## config.mk

```make
export PLATFORM = sky130hd
export DESIGN_NAME = io_port_controller_flat
export DESIGN_NICKNAME = d
export VERILOG_FILES = /design/src/rtl/io_port_controller_if.sv /design/src/rtl/io_port_controller.sv /design/src/flat_wrapper.sv
export SDC_FILE = /design/constraint.sdc
export NUM_CORES = 1
export LEC_CHECK = 0
export CORE_MARGIN = 10
export CORE_UTILIZATION = 40
export DETAILED_ROUTE_END_ITERATION = 8
export HOLD_SLACK_MARGIN = 0.06
export SLEW_MARGIN = 20
export SYNTH_ARGS = -nofsm -noshare
export SYNTH_HDL_FRONTEND = slang
export SYNTH_SLANG_ARGS = --single-unit
```

## constraint.sdc

```tcl
create_clock -name clk -period 3 [get_ports clk]
set_input_delay 0.6 -clock clk [delete_from_list [all_inputs] [get_ports clk]]
set_output_delay 0.6 -clock clk [all_outputs]
set_load 0.02 [all_outputs]
```

## src/rtl/io_port_controller_if.sv

```systemverilog
// Host/processor port bundle for io_port_controller.
// slave is the controller's view; master is the processor/host side.
interface io_port_controller_if;
  logic [15:0] host_in_data;
  logic        host_in_valid;
  logic        host_in_ready;
  logic        cpu_in_rd;
  logic [15:0] cpu_in_data;
  logic        in_empty;
  logic        cpu_out_wr;
  logic [15:0] cpu_out_data;
  logic        out_full;
  logic [15:0] host_out_data;
  logic        host_out_valid;
  logic        host_out_ready;
  logic [15:0] last_out;
  logic [7:0]  underflow_cnt;
  logic [7:0]  overflow_cnt;

  modport slave (
    input  host_in_data, host_in_valid, cpu_in_rd, cpu_out_wr, cpu_out_data, host_out_ready,
    output host_in_ready, cpu_in_data, in_empty, out_full, host_out_data, host_out_valid,
           last_out, underflow_cnt, overflow_cnt
  );

  modport master (
    output host_in_data, host_in_valid, cpu_in_rd, cpu_out_wr, cpu_out_data, host_out_ready,
    input  host_in_ready, cpu_in_data, in_empty, out_full, host_out_data, host_out_valid,
           last_out, underflow_cnt, overflow_cnt
  );
endinterface

```

## src/rtl/io_port_controller.sv

```systemverilog
// Host <-> processor I/O port bridge: input and output FIFOs plus HDU back-pressure flags.
// Define IO_ERR_CNT_EN to build the saturating underflow/overflow counters.
module io_port_controller #(
  parameter int unsigned DEPTH = 4
) (
  input logic                  clk,
  input logic                  reset,
  io_port_controller_if.slave  bus
);
  localparam int unsigned PtrW = (DEPTH > 1) ? $clog2(DEPTH) : 1;
  localparam int unsigned CntW = PtrW + 1;
  localparam logic [CntW-1:0] FullCnt = CntW'(DEPTH);

  logic [15:0]     in_mem_q  [DEPTH];
  logic [PtrW-1:0] in_wptr_q, in_wptr_d, in_rptr_q, in_rptr_d;
  logic [CntW-1:0] in_cnt_q, in_cnt_d;
  logic [15:0]     hold_q, hold_d;

  logic [15:0]     out_mem_q [DEPTH];
  logic [PtrW-1:0] out_wptr_q, out_wptr_d, out_rptr_q, out_rptr_d;
  logic [CntW-1:0] out_cnt_q, out_cnt_d;
  logic [15:0]     last_q, last_d;

  logic in_full, in_empty, in_push, in_pop;
  logic out_full, out_empty, out_push, out_pop;

  always_comb begin
    in_full   = (in_cnt_q == FullCnt);
    in_empty  = (in_cnt_q == '0);
    out_full  = (out_cnt_q == FullCnt);
    out_empty = (out_cnt_q == '0);

    in_push  = bus.host_in_valid && !in_full;
    in_pop   = bus.cpu_in_rd && !in_empty;
    out_pop  = !out_empty && bus.host_out_ready;
    // A full output FIFO still takes a write when the host drains a word in the same cycle.
    out_push = bus.cpu_out_wr && (!out_full || out_pop);

    in_wptr_d  = in_wptr_q + PtrW'(in_push);
    in_rptr_d  = in_rptr_q + PtrW'(in_pop);
    in_cnt_d   = in_cnt_q + CntW'(in_push) - CntW'(in_pop);
    hold_d     = in_pop ? in_mem_q[in_rptr_q] : hold_q;

    out_wptr_d = out_wptr_q + PtrW'(out_push);
    out_rptr_d = out_rptr_q + PtrW'(out_pop);
    out_cnt_d  = out_cnt_q + CntW'(out_push) - CntW'(out_pop);
    last_d     = out_push ? bus.cpu_out_data : last_q;
  end

  always_ff @(posedge clk) begin
    if (reset) begin
      in_wptr_q  <= '0;
      in_rptr_q  <= '0;
      in_cnt_q   <= '0;
      hold_q     <= '0;
      out_wptr_q <= '0;
      out_rptr_q <= '0;
      out_cnt_q  <= '0;
      last_q     <= '0;
      for (int i = 0; i < int'(DEPTH); i++) begin
        in_mem_q[i]  <= '0;
        out_mem_q[i] <= '0;
      end
    end else begin
      in_wptr_q  <= in_wptr_d;
      in_rptr_q  <= in_rptr_d;
      in_cnt_q   <= in_cnt_d;
      hold_q     <= hold_d;
      out_wptr_q <= out_wptr_d;
      out_rptr_q <= out_rptr_d;
      out_cnt_q  <= out_cnt_d;
      last_q     <= last_d;
      if (in_push)  in_mem_q[in_wptr_q]   <= bus.host_in_data;
      if (out_push) out_mem_q[out_wptr_q] <= bus.cpu_out_data;
    end
  end

  assign bus.host_in_ready  = !in_full;
  assign bus.in_empty       = in_empty;
  assign bus.cpu_in_data    = in_empty ? hold_q : in_mem_q[in_rptr_q];
  assign bus.out_full       = out_full;
  assign bus.host_out_valid = !out_empty;
  assign bus.host_out_data  = out_mem_q[out_rptr_q];
  assign bus.last_out       = last_q;

`ifdef IO_ERR_CNT_EN
  logic [7:0] under_q, under_d, over_q, over_d;

  always_comb begin
    under_d = under_q;
    over_d  = over_q;
    if (bus.cpu_in_rd && in_empty && (under_q != 8'hFF)) under_d = under_q + 8'd1;
    if (bus.cpu_out_wr && !out_push && (over_q != 8'hFF)) over_d = over_q + 8'd1;
  end

  always_ff @(posedge clk) begin
    if (reset) begin
      under_q <= '0;
      over_q  <= '0;
    end else begin
      under_q <= under_d;
      over_q  <= over_d;
    end
  end

  assign bus.underflow_cnt = under_q;
  assign bus.overflow_cnt  = over_q;
`else
  assign bus.underflow_cnt = '0;
  assign bus.overflow_cnt  = '0;
`endif
endmodule
```

## src/flat_wrapper.sv

```systemverilog
// flat-port wrapper written by rule: the top's interface ports become plain ports
module io_port_controller_flat 
#(
  parameter int unsigned DEPTH = 4
)
  (clk, reset, bus_host_in_data, bus_host_in_valid, bus_cpu_in_rd, bus_cpu_out_wr, bus_cpu_out_data, bus_host_out_ready, bus_host_in_ready, bus_cpu_in_data, bus_in_empty, bus_out_full, bus_host_out_data, bus_host_out_valid, bus_last_out, bus_underflow_cnt, bus_overflow_cnt);
  io_port_controller_if bus_i ();
  input logic clk;
  input logic reset;
  input wire logic [$bits(bus_i.host_in_data)-1:0] bus_host_in_data;
  input wire logic [$bits(bus_i.host_in_valid)-1:0] bus_host_in_valid;
  input wire logic [$bits(bus_i.cpu_in_rd)-1:0] bus_cpu_in_rd;
  input wire logic [$bits(bus_i.cpu_out_wr)-1:0] bus_cpu_out_wr;
  input wire logic [$bits(bus_i.cpu_out_data)-1:0] bus_cpu_out_data;
  input wire logic [$bits(bus_i.host_out_ready)-1:0] bus_host_out_ready;
  output wire logic [$bits(bus_i.host_in_ready)-1:0] bus_host_in_ready;
  output wire logic [$bits(bus_i.cpu_in_data)-1:0] bus_cpu_in_data;
  output wire logic [$bits(bus_i.in_empty)-1:0] bus_in_empty;
  output wire logic [$bits(bus_i.out_full)-1:0] bus_out_full;
  output wire logic [$bits(bus_i.host_out_data)-1:0] bus_host_out_data;
  output wire logic [$bits(bus_i.host_out_valid)-1:0] bus_host_out_valid;
  output wire logic [$bits(bus_i.last_out)-1:0] bus_last_out;
  output wire logic [$bits(bus_i.underflow_cnt)-1:0] bus_underflow_cnt;
  output wire logic [$bits(bus_i.overflow_cnt)-1:0] bus_overflow_cnt;
  assign bus_i.host_in_data = bus_host_in_data;
  assign bus_i.host_in_valid = bus_host_in_valid;
  assign bus_i.cpu_in_rd = bus_cpu_in_rd;
  assign bus_i.cpu_out_wr = bus_cpu_out_wr;
  assign bus_i.cpu_out_data = bus_cpu_out_data;
  assign bus_i.host_out_ready = bus_host_out_ready;
  assign bus_host_in_ready = bus_i.host_in_ready;
  assign bus_cpu_in_data = bus_i.cpu_in_data;
  assign bus_in_empty = bus_i.in_empty;
  assign bus_out_full = bus_i.out_full;
  assign bus_host_out_data = bus_i.host_out_data;
  assign bus_host_out_valid = bus_i.host_out_valid;
  assign bus_last_out = bus_i.last_out;
  assign bus_underflow_cnt = bus_i.underflow_cnt;
  assign bus_overflow_cnt = bus_i.overflow_cnt;
  io_port_controller #(.DEPTH(DEPTH)) u_core (.clk(clk), .reset(reset), .bus(bus_i));
endmodule
```

Yosys cells after proc, flatten, opt, wreduce, memory -nomap -nowiden
Memory sizes are Yosys's and may differ from the RTL's. A register that Yosys moved wholly into a read port is not among the register bits.
Index checks and enable logic that the tools add are counted.
{"block": "totals", "regBits": 46, "mem_bits_rw": 128, "in_bits": 38, "output_inout_bits": 68, "word_cells": 50, "n_memories": 2}
{"block": "classes", "n_addsub": 8, "n_eq_ne": 2, "mux": 17, "reduce_logical": 13}
{"memory": "u_core.in_mem_q", "depth": 4, "width": 16, "rd": 1, "rd_clocked_by_memory_dff": 1, "wr": 4, "line": "io_port_controller.sv:14", "source": "logic [15:0] in_mem_q [DEPTH];"}
{"memory": "u_core.out_mem_q", "depth": 4, "width": 16, "rd": 1, "rd_clocked_by_memory_dff": 1, "wr": 4, "line": "io_port_controller.sv:19", "source": "logic [15:0] out_mem_q [DEPTH];"}
{"cell": "$mux 16", "n": 3}
{"cell": "$reduce_or 16->1", "n": 2}
{"cell": "$mux 1", "n": 10}
{"cell": "$add 2x1->2", "n": 4}
{"cell": "$mux 2", "n": 4}
{"cell": "$add 3x1->3", "n": 2}
{"cell": "$eq 3x3->1 const B", "n": 2}
{"cell": "$logic_not 3->1", "n": 2}
{"cell": "$sub 3x1->3", "n": 2}
{"cell": "$logic_and 1x1->1", "n": 4}
{"cell": "$logic_not 1->1", "n": 4}
{"cell": "$logic_or 1x1->1", "n": 1}

Longest topological paths before layout
{"block": "logic_depth", "ltp_word": 10, "ltp_mapped": 11, "depth_no_buf": 10}

Worst setup path before layout
OpenSTA, ideal clock, no wires.
{"block": "synth_timing", "path_kind": "input to register", "start": "input port reset", "end": "memory u_core.out_mem_q[3][0] (enable)", "setup_ns": 0.394, "arrival_time_ns": 2.233, "required_time_ns": 2.606, "setup_slack_ns": 0.373, "cell_stages": 5, "n_path_buf": 3, "cell_sequence": "clkbuf_1 o21ba_1 buf_2 buf_2 a21oi_1"}
{"element": "from (decl)", "line": "flat_wrapper.sv:9", "source": "input logic reset;"}
{"element": "to (decl)", "line": "io_port_controller.sv:19"}

==> metrics.md <==
| Metric | Value |
|---|---|
| Mapped Cells | 503 |
| Crit path time final | 2854 ps |
| Worst hold margin | 472.2 ps |
| Startpoint of the lowest-slack register-to-register path | u_core.out_cnt_q[1]$_SDFF_PP0_ |
| Sum of net half-perimeters after detailed placement | 11.05 mm |
| Number of clock sinks | 174 |
| Distinct cells, synth | 34 |
| Minimum setup slack in the final design | 145.6 ps |
| Layout filler cell count | 1557 |
| Maxcap violations | 0 |
| Final routed wire length divided by cell count | 19.74 um |
| Share of post-route cells with drive strength above 1 | 19.16% |
| Synthesized area | 0.007599 mm^2 |
| Maximum root-to-sink buffer count | 2 |
| Total of flip-flops plus latches after synthesis | 174 |
| Overflow left after global routing | 0 |
| Vias in the first global route | 4598 |
| Maximum net fanout on the critical path | 16 |
| Sequential standard cell area | 0.004765 mm^2 |
| Net switching power of the design | 2.300 mW |
| Sort of element at the end of the critical path | output port |
| Max transition margin | 35.92% |
| Reg2reg end | u_core.out_cnt_q[2]$_SDFF_PP0_ |
| Worst setup skew after layout | 10.89 ps |
| Final critical-path share of the clock period | 95.15% |
| Clk Tree Root Cell | clkbuf_16 |
| Net switching share of the total power | 30.25% |
| Detailed-route via count | 4308 |
| Number of setup buffers added after CTS | 0 |
| Residual antenna-violating net count after detailed routing | 0 |
| X dimension of the die | 157.8 um |
| Worst Tran Pin Value | 961.1 ps |
| Detailed Routing Iterations Pass 1 | 7 |
| Detailed router's first-iteration violation count | 144 |
| Power per standard cell area | 809.3 mW/mm^2 |
| Syn avg cell area | 15.11 um^2 |
| Clock slew seen by the registers of the worst setup and hold paths | 70 ps |
| Post-Place Worst Slack | 345.5 ps |
| Row count | 50 |
| Area of the die | 0.02491 mm^2 |
| H-tree depth | 4 |
| Combined global-route utilization of all metal layers | 13.77% |
| Port Buf Inserts | 89 |
| Core Region | 0.01871 mm^2 |
| Number of cell instances on the worst register-to-register path | 10 |
| Final core area utilization | 50.23% |
| CP Data Arrival Time | 2250 ps |
| Final Setup Violations | 0 |
| Warnings from Yosys | 0 |
| Cell internal power dissipation | 5.304 mW |
| Die Y-Extent | 157.8 um |
| Initial antenna violation count | 0 |
| Final max-slew violation count | 0 |
| Final WL | 16.78 mm |
| Synth-to-layout area growth | 23.65% |
| Clock power share | 29.6% |
| Total count of hold-check failures in the final report | 0 |
| Class of the worst hold path | flop to flop |
| Total I/O pin count | 106 |
| Gpl congestion | 0.7255 |
| Largest net degree at the start of global routing | 33 |
| Initial core utilization | 40.62% |
| Share of power burned in registers | 40.3% |
| Area used by multi-input combinational logic | 0.002614 mm^2 |
| Wire length of the first global-routing pass | 25.80 mm |
| Leakage | 3.684 nW |
| CTS tree | built |
| Worst reg2reg setup slack | 660 ps |
| Final non-filler cell area | 0.009395 mm^2 |
| WP data required | 2400 ps |
| Final total negative setup slack | 0 ps |
| Maximum clock frequency | 350.3 MHz |
| Setup repair after global routing missed its margin | false |
| Crit start category | flop |
| Worst setup path class | flop to output port |
| Logic pwr share | 30.1% |
| Post-DP Area | 0.008766 mm^2 |
| Vias per inst | 5.068 |
| DRC viols | 0 |
| Hold Startpoint | u_core.bus.last_out[9]$_SDFFE_PP0P_ |
| Status | complete, no violations |
| Maximum vdd ir drop | 0.4492 mV |
| Nets@finish | 651 |
| Hold path cells | 1 |
| Worst-skew pair later-pin latency | 430 ps |
| Sequential cell area fraction in the yosys report | 62.70% |
| Number of buffers created by CTS | 17 |
| Diodes inserted | 0 |
| End point of the worst hold path | u_core.bus.last_out[9]$_SDFFE_PP0P_ |
power groups by stage:
stage,combinational [mW],clock [mW],sequential (mW)
after floorplan,1.47,0,3.09
after global placement,2.34,0,3.10
after detailed placement,2.37,0,3.12
after CTS,2.36,2.30,3.07
after global routing,2.47,2.40,3.10
final,2.29,2.25,3.06
Yosys cell counts:
cell,number,share of area (%)
o21ba_1,1,0.13
nor4_2,1,0.16
nand2b_1,3,0.25
nand2_1,1,0.049
nor3_1,1,0.066
and4bb_2,1,0.16
mux2_2,16,2.4
nor4b_4,1,0.31
xnor2_1,6,0.69
inv_1,10,0.49
a21oi_1,1,0.066
clkbuf_1,15,0.74
nor4b_2,4,0.79
a31o_2,2,0.23
fa_1,2,0.53
buf_2,10,0.66
xor2_1,1,0.12
mux4_2,32,9.5
or2_2,5,0.41
a22o_1,32,3.7
nor3b_1,2,0.20
dfxtp_1,46,12
a21oi_2,1,0.12
ha_1,8,1.3
nor2b_1,8,0.66
conb_1,1,0.049
buf_1,1,0.049
and2_1,131,11
or3_1,2,0.16
inv_2,1,0.049
nor3b_2,2,0.33
buf_4,17,1.7
edfxtp_1,128,51
nor2_1,10,0.49
per-stage QoR:
stage / std cells / power [mW]
floorplan: 518 / 4.561
global placement: 818 / 5.439
detailed placement: 818 / 5.485
CTS: 850 / 7.722
global route: 850 / 7.961
finish: 850 / 7.604
cell usage in the layout (no fill, tap or decap), types with 2 or more instances in the layout:
cell type,Yosys,final
fa_1,2,2
inv_6,0,4
dlymetal6s2s_1,0,12
nor3b_2,2,2
inv_1,10,10
a31o_2,2,2
nor2b_1,8,8
ha_1,8,8
conb_1,1,16
clkbuf_16,0,17
xnor2_1,6,6
buf_4,17,19
nor4b_2,4,4
nor2_1,10,9
inv_8,0,2
clkdlybuf4s50_1,0,73
dlygate4sd2_1,0,4
nand2b_1,3,3
a22o_1,32,32
nor3b_1,2,2
dfxtp_1,46,46
clkinvlp_4,0,2
or3_1,2,2
and2_1,131,131
mux4_2,32,32
bufinv_16,0,2
mux2_2,16,16
edfxtp_1,128,128
or2_2,5,5
clkinv_4,0,3
worst max-delay path by stage:
stage                     slack (ps)                            start                                to
after floorplan                  370                            reset  u_core.out_mem_q[3][0]$_DFFE_PP_
after global placement           390               bus_host_out_ready    u_core.out_cnt_q[2]$_SDFF_PP0_
after detailed placement         350               bus_host_out_ready    u_core.out_cnt_q[2]$_SDFF_PP0_
after CTS                          1   u_core.in_rptr_q[0]$_SDFF_PP0_                bus_cpu_in_data[0]
after global routing              40  u_core.out_rptr_q[0]$_SDFF_PP0_              bus_host_out_data[7]
final                            150  u_core.out_rptr_q[0]$_SDFF_PP0_              bus_host_out_data[0]
worst max-delay path: stages (launching register included):
cell             delay [ps]
dfxtp_1                 340
buf_4                   330
mux4_2                  580
clkdlybuf4s50_1         570
registers in the layout (all words and copies together) (netlist names), 3 cells and up:
name	cells
u_core.bus.last_out	16
u_core.in_mem_q	64
u_core.out_mem_q	64
u_core.hold_q	16
u_core.in_cnt_q	3
u_core.out_cnt_q	3
routing by layer:
| metal | track usage [%] | routed length, um | share of wire [%] | vias up |
|---|---|---|---|---|
| met2 | 24.49 | 8912 | 53 | 100 |
| met4 | 4.630 | 218 | 1.3 | 0 |
| li1 | - | - | - | 2011 |
| met3 | 3.908 | 901 | 5.4 | 14 |
| met5 | 0 | 0 | 0 | - |
| met1 | 15.47 | 6746 | 40 | 2183 |
cell type report:
cell class	instances	area share [%]
Sequential cell	174	50.71
Clock inverter	15	1.904
Clock buffer	17	4.528
Multi-Input combinational cell	290	27.82
Inverter	11	0.4395
Timing Repair Buffer	109	11.48
Tap cell	234	3.116
kinds of logic (layout without fill, tap and decap cells):
logic type      count (synthesis)  count (layout)  synth area share [%]
xor+xnor                        7               7                0.8069
simple gates                  172             172                 14.84
compound gates                 37              37                 4.232
buf+inv                        54             152                 3.672
mux                            48              48                 11.86
fa+ha+maj                      10              10                 1.844
flops                         174             174                 62.70
other cells                     1              16               0.04935
what timing repair did:
action	4_1_cts	5_1_grt
hold buffers	0	0
endpoints found under the setup margin	4	12
endpoints found under the hold margin	0	0
gates resized for setup	4	12
No activity file was read; power rests on OpenSTA's default activity.
